<file path="config.mk">
export PLATFORM = sky130hd
export DESIGN_NAME = stim_sequencer_flat
export DESIGN_NICKNAME = d
export VERILOG_FILES = /design/src/rtl/stim_sequencer_if.sv /design/src/rtl/stim_sequencer.sv /design/src/flat_wrapper.sv
export SDC_FILE = /design/constraint.sdc
export NUM_CORES = 1
export LEC_CHECK = 0
export BUFFER_PORTS_ARGS = -buffer_cell sky130_fd_sc_hd__buf_4
export CORE_UTILIZATION = 30
export CTS_CLUSTER_SIZE = 28
export DETAILED_ROUTE_END_ITERATION = 10
export GPL_TIMING_DRIVEN = 0
export PLACE_DENSITY = 0.49
export RECOVER_POWER = 100
export SLEW_MARGIN = 20
export SYNTH_ARGS = -nofsm -noshare
export SYNTH_HDL_FRONTEND = slang
export SYNTH_SLANG_ARGS = --single-unit
</file>
<file path="constraint.sdc">
create_clock -name clk -period 6.45 [get_ports clk]
set_input_delay 0.9675 -clock clk [delete_from_list [all_inputs] [get_ports clk]]
set_output_delay 0.9675 -clock clk [all_outputs]
set_load 0.02 [all_outputs]
</file>
<file path="src/rtl/stim_sequencer_if.sv">
// Bundle for stim_sequencer: synchronous ROM read port plus the outgoing
// valid/ready beat stream.
interface stim_sequencer_if #(
  parameter int ADDR_WIDTH = 8,
  parameter int DATA_WIDTH = 32
);
  logic                  rom_en;
  logic [ADDR_WIDTH-1:0] rom_addr;
  logic [DATA_WIDTH-1:0] rom_data;
  logic                  rom_strobe;
  logic                  rom_last;
  logic [DATA_WIDTH-1:0] out_data;
  logic                  out_valid;
  logic                  out_last;
  logic                  out_ready;

  modport master (
    output rom_en, rom_addr,
    input  rom_data, rom_strobe, rom_last,
    output out_data, out_valid, out_last,
    input  out_ready
  );

  modport slave (
    input  rom_en, rom_addr,
    output rom_data, rom_strobe, rom_last,
    input  out_data, out_valid, out_last,
    output out_ready
  );
endinterface

</file>
<file path="src/rtl/stim_sequencer.sv">
// Stimulus ROM sequencer: reads the ROM, drops strobe=0 entries, emits a beat stream
// with inter-packet gaps and repeated passes. Optional STIM_SEQ_BEAT_COUNT_EN adds beat_count.
module stim_sequencer #(
  parameter int DEPTH      = 64,
  parameter int ADDR_WIDTH = 8,
  parameter int DATA_WIDTH = 32
) (
  input  logic                    clk,
  input  logic                    rst,
  input  logic                    start,
  input  logic                    stop,
  input  logic [7:0]              repeat_count,
  input  logic [15:0]             gap_cycles,
  stim_sequencer_if.master        bus,
  output logic                    busy,
  output logic                    done,
  output logic [7:0]              passes
`ifdef STIM_SEQ_BEAT_COUNT_EN
  ,
  output logic [31:0]             beat_count
`endif
);

  localparam logic [1:0] ST_IDLE  = 2'd0;
  localparam logic [1:0] ST_RUN   = 2'd1;
  localparam logic [1:0] ST_DRAIN = 2'd2;
  localparam logic [1:0] ST_DONE  = 2'd3;

  localparam logic [ADDR_WIDTH-1:0] LAST_ADDR = ADDR_WIDTH'(DEPTH - 1);

  logic [1:0]            state;
  logic [ADDR_WIDTH-1:0] addr;
  logic [7:0]            rep_lat;
  logic [15:0]           gap_lat;
  logic [15:0]           gap_cnt;
  logic                  in_flight;
  logic [DATA_WIDTH:0]   fifo_mem [2];
  logic                  rd_ptr;
  logic                  wr_ptr;
  logic [1:0]            fifo_cnt;
  logic [DATA_WIDTH:0]   head;
  logic                  fifo_empty;
  logic                  fifo_push;
  logic                  fifo_pop;
  logic                  issue;
  logic                  start_ok;
  logic                  stop_ok;
  logic [7:0]            passes_next;
  logic [2:0]            committed;

  assign stop_ok     = stop && (state != ST_IDLE);
  assign start_ok    = start && !stop && ((state == ST_IDLE) || (state == ST_DONE));
  assign fifo_empty  = (fifo_cnt == 2'd0);
  assign head        = fifo_mem[rd_ptr];
  assign passes_next = (passes == 8'hFF) ? 8'hFF : passes + 8'd1;

  assign bus.out_valid = !fifo_empty && (gap_cnt == 16'd0);
  assign bus.out_data  = bus.out_valid ? head[DATA_WIDTH-1:0] : '0;
  assign bus.out_last  = bus.out_valid && head[DATA_WIDTH];
  assign fifo_pop      = bus.out_valid && bus.out_ready;
  assign fifo_push     = in_flight && bus.rom_strobe;

  // A beat leaving this cycle frees its slot, so it is credited before issuing a new read.
  assign committed    = {1'b0, fifo_cnt} + {2'b0, in_flight} - {2'b0, fifo_pop};
  assign issue        = (state == ST_RUN) && !stop && (committed < 3'd2);
  assign bus.rom_en   = issue;
  assign bus.rom_addr = addr;

  assign busy = (state == ST_RUN) || (state == ST_DRAIN);
  assign done = (state == ST_DONE);

  always_ff @(posedge clk) begin
    if (rst) begin
      state   <= ST_IDLE;
      addr    <= '0;
      passes  <= '0;
      rep_lat <= '0;
      gap_lat <= '0;
    end else if (stop_ok) begin
      state <= ST_IDLE;
      addr  <= '0;
    end else begin
      case (state)
        ST_IDLE, ST_DONE: begin
          if (start_ok) begin
            state   <= ST_RUN;
            rep_lat <= repeat_count;
            gap_lat <= gap_cycles;
            addr    <= '0;
            passes  <= '0;
          end
        end
        ST_RUN: begin
          if (issue) begin
            if (addr == LAST_ADDR) begin
              passes <= passes_next;
              addr   <= '0;
              if ((rep_lat != 8'd0) && (passes_next == rep_lat)) state <= ST_DRAIN;
            end else begin
              addr <= addr + 1'b1;
            end
          end
        end
        ST_DRAIN: begin
          if (!in_flight && fifo_empty) state <= ST_DONE;
        end
        default: state <= ST_IDLE;
      endcase
    end
  end

  always_ff @(posedge clk) begin
    if (rst || stop_ok) begin
      in_flight <= 1'b0;
      fifo_cnt  <= 2'd0;
      rd_ptr    <= 1'b0;
      wr_ptr    <= 1'b0;
      gap_cnt   <= 16'd0;
    end else begin
      in_flight <= issue;
      fifo_cnt  <= fifo_cnt + {1'b0, fifo_push} - {1'b0, fifo_pop};
      if (fifo_push) wr_ptr <= ~wr_ptr;
      if (fifo_pop) rd_ptr <= ~rd_ptr;
      if (fifo_pop && head[DATA_WIDTH]) gap_cnt <= gap_lat;
      else if (gap_cnt != 16'd0) gap_cnt <= gap_cnt - 16'd1;
    end
  end

  always_ff @(posedge clk) begin
    if (fifo_push && !rst && !stop_ok) fifo_mem[wr_ptr] <= {bus.rom_last, bus.rom_data};
  end

`ifdef STIM_SEQ_BEAT_COUNT_EN
  always_ff @(posedge clk) begin
    if (rst || start_ok) beat_count <= 32'd0;
    else if (fifo_pop) beat_count <= beat_count + 32'd1;
  end
`endif

endmodule

</file>
<file path="src/flat_wrapper.sv">
// flat-port wrapper written by rule: the top's interface ports become plain ports
module stim_sequencer_flat 
#(
  parameter int DEPTH      = 64,
  parameter int ADDR_WIDTH = 8,
  parameter int DATA_WIDTH = 32
)
  (clk, rst, start, stop, repeat_count, gap_cycles, busy, done, passes, bus_rom_en, bus_rom_addr, bus_rom_data, bus_rom_strobe, bus_rom_last, bus_out_data, bus_out_valid, bus_out_last, bus_out_ready);
  stim_sequencer_if #(.ADDR_WIDTH(ADDR_WIDTH), .DATA_WIDTH(DATA_WIDTH)) bus_i ();
  input  logic clk;
  input  logic rst;
  input  logic start;
  input  logic stop;
  input  logic [7:0] repeat_count;
  input  logic [15:0] gap_cycles;
  output logic busy;
  output logic done;
  output logic [7:0] passes;
  output wire logic [$bits(bus_i.rom_en)-1:0] bus_rom_en;
  output wire logic [$bits(bus_i.rom_addr)-1:0] bus_rom_addr;
  input wire logic [$bits(bus_i.rom_data)-1:0] bus_rom_data;
  input wire logic [$bits(bus_i.rom_strobe)-1:0] bus_rom_strobe;
  input wire logic [$bits(bus_i.rom_last)-1:0] bus_rom_last;
  output wire logic [$bits(bus_i.out_data)-1:0] bus_out_data;
  output wire logic [$bits(bus_i.out_valid)-1:0] bus_out_valid;
  output wire logic [$bits(bus_i.out_last)-1:0] bus_out_last;
  input wire logic [$bits(bus_i.out_ready)-1:0] bus_out_ready;
  assign bus_rom_en = bus_i.rom_en;
  assign bus_rom_addr = bus_i.rom_addr;
  assign bus_i.rom_data = bus_rom_data;
  assign bus_i.rom_strobe = bus_rom_strobe;
  assign bus_i.rom_last = bus_rom_last;
  assign bus_out_data = bus_i.out_data;
  assign bus_out_valid = bus_i.out_valid;
  assign bus_out_last = bus_i.out_last;
  assign bus_i.out_ready = bus_out_ready;
  stim_sequencer #(.DEPTH(DEPTH), .ADDR_WIDTH(ADDR_WIDTH), .DATA_WIDTH(DATA_WIDTH)) u_core (.clk(clk), .rst(rst), .start(start), .stop(stop), .repeat_count(repeat_count), .gap_cycles(gap_cycles), .bus(bus_i), .busy(busy), .done(done), .passes(passes));
endmodule
</file>
==> results.sh <==
export IMPL_numCtsBuffers=17
export IMPL_hold_end="u_core.gap_lat[5]"
export IMPL_start_util_pct=30.68
export IMPL_yosys_area_top_type="edfxtp_1"
export IMPL_netSwitchingPower_uw=784.1
export IMPL_cap_violations=1
export IMPL_dieWidth_um=140.3
export IMPL_grt_pass1_vias=4324
export IMPL_synthCells=553
export IMPL_syn_cell_area_um2=5739
export IMPL_dr_pass1_iters=5
export IMPL_synthSimpleGateAreaFrac_pct=17.59
export IMPL_final_setup_tns_ns=0
export IMPL_clock_sinks=130
export IMPL_via_count=4437
export IMPL_min_delay_start="u_core.gap_lat[5]"
export IMPL_antenna_found_initial=0
export IMPL_hold_buffers=0
export IMPL_synth_distinct_cells=53
export IMPL_syn_to_final_growth_pct=26.86
export IMPL_hp_class="flop to flop"
export IMPL_slew_headroom_pct=-14.08
export IMPL_yosys_area_share_adder_pct=2.529
export IMPL_switching_share_pct=29.47
export IMPL_placedCellCount=906
export IMPL_synthMuxAreaShare_pct=6.104
export IMPL_end_kind="flop"
export IMPL_grt_usage_pct=14.25
export IMPL_grt_pass1_wl_um=21700
export IMPL_tightest_slew_ns=1.711
export IMPL_reg2regPathDepth=16
export IMPL_fp_row_count=50
export IMPL_synth_edff_count=66
export IMPL_nets=765
export IMPL_grt_start_max_net_pins=30
export IMPL_dieArea_um2=19690
export IMPL_ant_nets=0
export IMPL_synth_top_family_by_area="simple AND/OR/NAND/NOR gates"
export IMPL_peakVddDrop_mv=0.2127
export IMPL_holdWs_ns=0.4560
export IMPL_post_route_util_pct=38.92
export IMPL_cts_resized=0
export IMPL_routed_wl_um=13580
export IMPL_pwr_share_comb_pct=23.2
export IMPL_synth_common_cells="nand2_1 (77), edfxtp_1 (66), nor2_1 (65)"
export IMPL_fin_worst_skew_ns=0.01567
export IMPL_grt_overflow=0
export IMPL_fill_cells=1886
export IMPL_syn_nets=627
export IMPL_drv_slew=30
export IMPL_r2r_slack_ns=0.82
export IMPL_syn_mean_instance_area_um2=10.38
export IMPL_cts_root_buf="clkbuf_16"
export IMPL_synth_compound_area_share_pct=9.614
export IMPL_drive_gt1_share_pct=13.23
export IMPL_fp_dieH_um=140.3
export IMPL_io_pins=116
export IMPL_critical_path_required_ns=6.78
export IMPL_setup_viol=0
export IMPL_powerDensity_nw_per_um2=365.4
export IMPL_grt_setup_unrepaired="false"
export IMPL_hold_violations=0
export IMPL_crit_type="flop to flop"
export IMPL_synth_async_reset_ratio_pct=0
export IMPL_outcome="finished, violations left"
export IMPL_period_share_pct=87.22
export IMPL_synthTopCellsByArea="edfxtp_1 (35%), dfxtp_1 (22%), mux2i_1 (6.1%), nand2_1 (5.0%), a21oi_1 (4.3%)"
export IMPL_synth_seq_cells=130
export IMPL_failed_checks="max-capacitance violations, max-slew violations"
export IMPL_clk_latency_ns=0.42
export IMPL_num_antenna_cells=0
export IMPL_clockPowerShare_pct=39.0
export IMPL_min_delay_path_depth=2
export IMPL_start_kind="flop"
export IMPL_drc_errors=0
export IMPL_core_area_um2=18710
export IMPL_gp_congestion=0.8345
export IMPL_reg2reg_from="u_core.gap_cnt[6]"
export IMPL_via_per_inst=4.735
export IMPL_synth_yosys_warnings=0
export IMPL_drtIter0Drc=247
export IMPL_arrival_ns=5.96
export IMPL_synthFlopType="edfxtp_1"
export IMPL_cts_tree="yes"
export IMPL_clock_path_buffers=2
export IMPL_p_int_mw=1.876
export IMPL_hpwl_um=10040
export IMPL_io_buffers=114
export IMPL_max_freq_mhz=177.8
export IMPL_synth_xor_area_share_pct=4.273
export IMPL_cts_setup_buffers=0
export IMPL_netlist_area_leader_share_pct=34.53
export IMPL_seqPwrFrac_pct=37.7
export IMPL_htreeDepth=4
export IMPL_fin_cells=937
export IMPL_crit_fanout=10
export IMPL_yosysMostFrequentCell="nand2_1"
export IMPL_wl_per_cell_um=14.49
export IMPL_reg2reg_to="u_core.passes[2]"
export IMPL_seq_area_frac_synth_pct=56.86
export IMPL_clkTransAtPathRegs_ns=0.06
export IMPL_p_leak_nw=2.488
export IMPL_min_period_ns=5.626
-- how the worst max path moves through the flow --
stage / startpoint / end / slack [ns]
3_5_place_dp: u_core.gap_cnt[2] / u_core.passes[2] / 1.17
3_3_place_gp: stop / u_core.fifo_mem[0][1] / 0.14
5_1_grt: u_core.gap_cnt[6] / u_core.passes[2] / 0.31
4_1_cts: u_core.gap_cnt[2] / u_core.passes[2] / 1.11
6_report: u_core.gap_cnt[6] / u_core.passes[2] / 0.82
2_1_floorplan: rst / u_core.fifo_mem[0][0] / 1.96
-- cell usage in the layout (no fill, tap or decap), drive strengths merged, types with 15 or more instances in the layout --
master,count
a21oi,49
buf,28
clkbuf,136
dfxtp,64
edfxtp,66
inv,15
mux2i,35
nand2,77
nand3,15
nor2,65
nor3,15
xnor2,16
-- per-stage QoR --
step | setup slack [ns] | total power [mW] | instance area, µm²
2_1_floorplan | 1.963 | 1.498 | 5739
3_3_place_gp | 0.1391 | 1.668 | 6888
3_5_place_dp | 1.173 | 1.683 | 6955
4_1_cts | 1.106 | 2.740 | 7594
5_1_grt | 0.3124 | 2.810 | 7281
6_report | 0.8243 | 2.660 | 7281
-- flip-flops by register name (all words and copies together) (netlist names), 2 cells and up, named ones only --
| name | cells |
|---|---|
| u_core.bus.rom_addr | 8 |
| u_core.fifo_cnt | 2 |
| u_core.fifo_mem | 66 |
| u_core.gap_cnt | 16 |
| u_core.gap_lat | 16 |
| u_core.passes | 8 |
| u_core.rep_lat | 8 |
| u_core.state | 2 |
-- critical path, stage by stage (launching register included) --
cell	delay (ns)
dfxtp_1	0.35
or4_1	0.61
or4_1	0.51
nor4_2	0.60
o21ai_0	0.59
inv_2	0.17
nand2_1	0.13
nor2_1	0.15
fa_1	0.20
xor2_1	0.10
or2_2	0.30
a211oi_1	0.58
and2_0	0.26
nor2b_1	0.22
clkbuf_1	0.39
a21oi_1	0.14
a211oi_1	0.23
-- power groups by stage --
| stage | Sequential, mW | Clock (mW) | Combinational [mW] |
|---|---|---|---|
| 5_1_grt | 1.02 | 1.10 | 0.693 |
| 4_1_cts | 1.01 | 1.07 | 0.666 |
| 3_3_place_gp | 1.02 | 0 | 0.649 |
| 3_5_place_dp | 1.02 | 0 | 0.660 |
| 2_1_floorplan | 1.01 | 0 | 0.485 |
| 6_report | 1.00 | 1.04 | 0.618 |
-- final cells by class --
type                            instances  area, µm²  share of cell area, %
Buffer                                 28      110.1                  1.512
Clock buffer                           18      429.2                  5.894
Clock inverter                         13      209.0                  2.870
Inverter                               13      48.80                 0.6702
Multi-Input combinational cell        382       2275                  31.24
Sequential cell                       130       3263                  44.82
Tap cell                              234      292.8                  4.021
Timing Repair Buffer                  119      653.1                  8.971
-- layer usage --
layer	GRT usage (%)	vias to the layer above	wire, µm
met2	22.45	134	6159
met5	0	-	0
met4	5.495	0	187
met3	4.068	16	893
met1	18.47	2039	6341
li1	-	2248	-
-- kinds of logic after synthesis --
logic type / count (synthesis)
and+or+nand+nor: 216
adders and majority gates: 11
buffers and inverters: 41
DFF: 130
xor gates and xnor gates: 28
muxes: 35
AOI/OAI and AO/OA: 92
(Power assumes the default switching activity.)
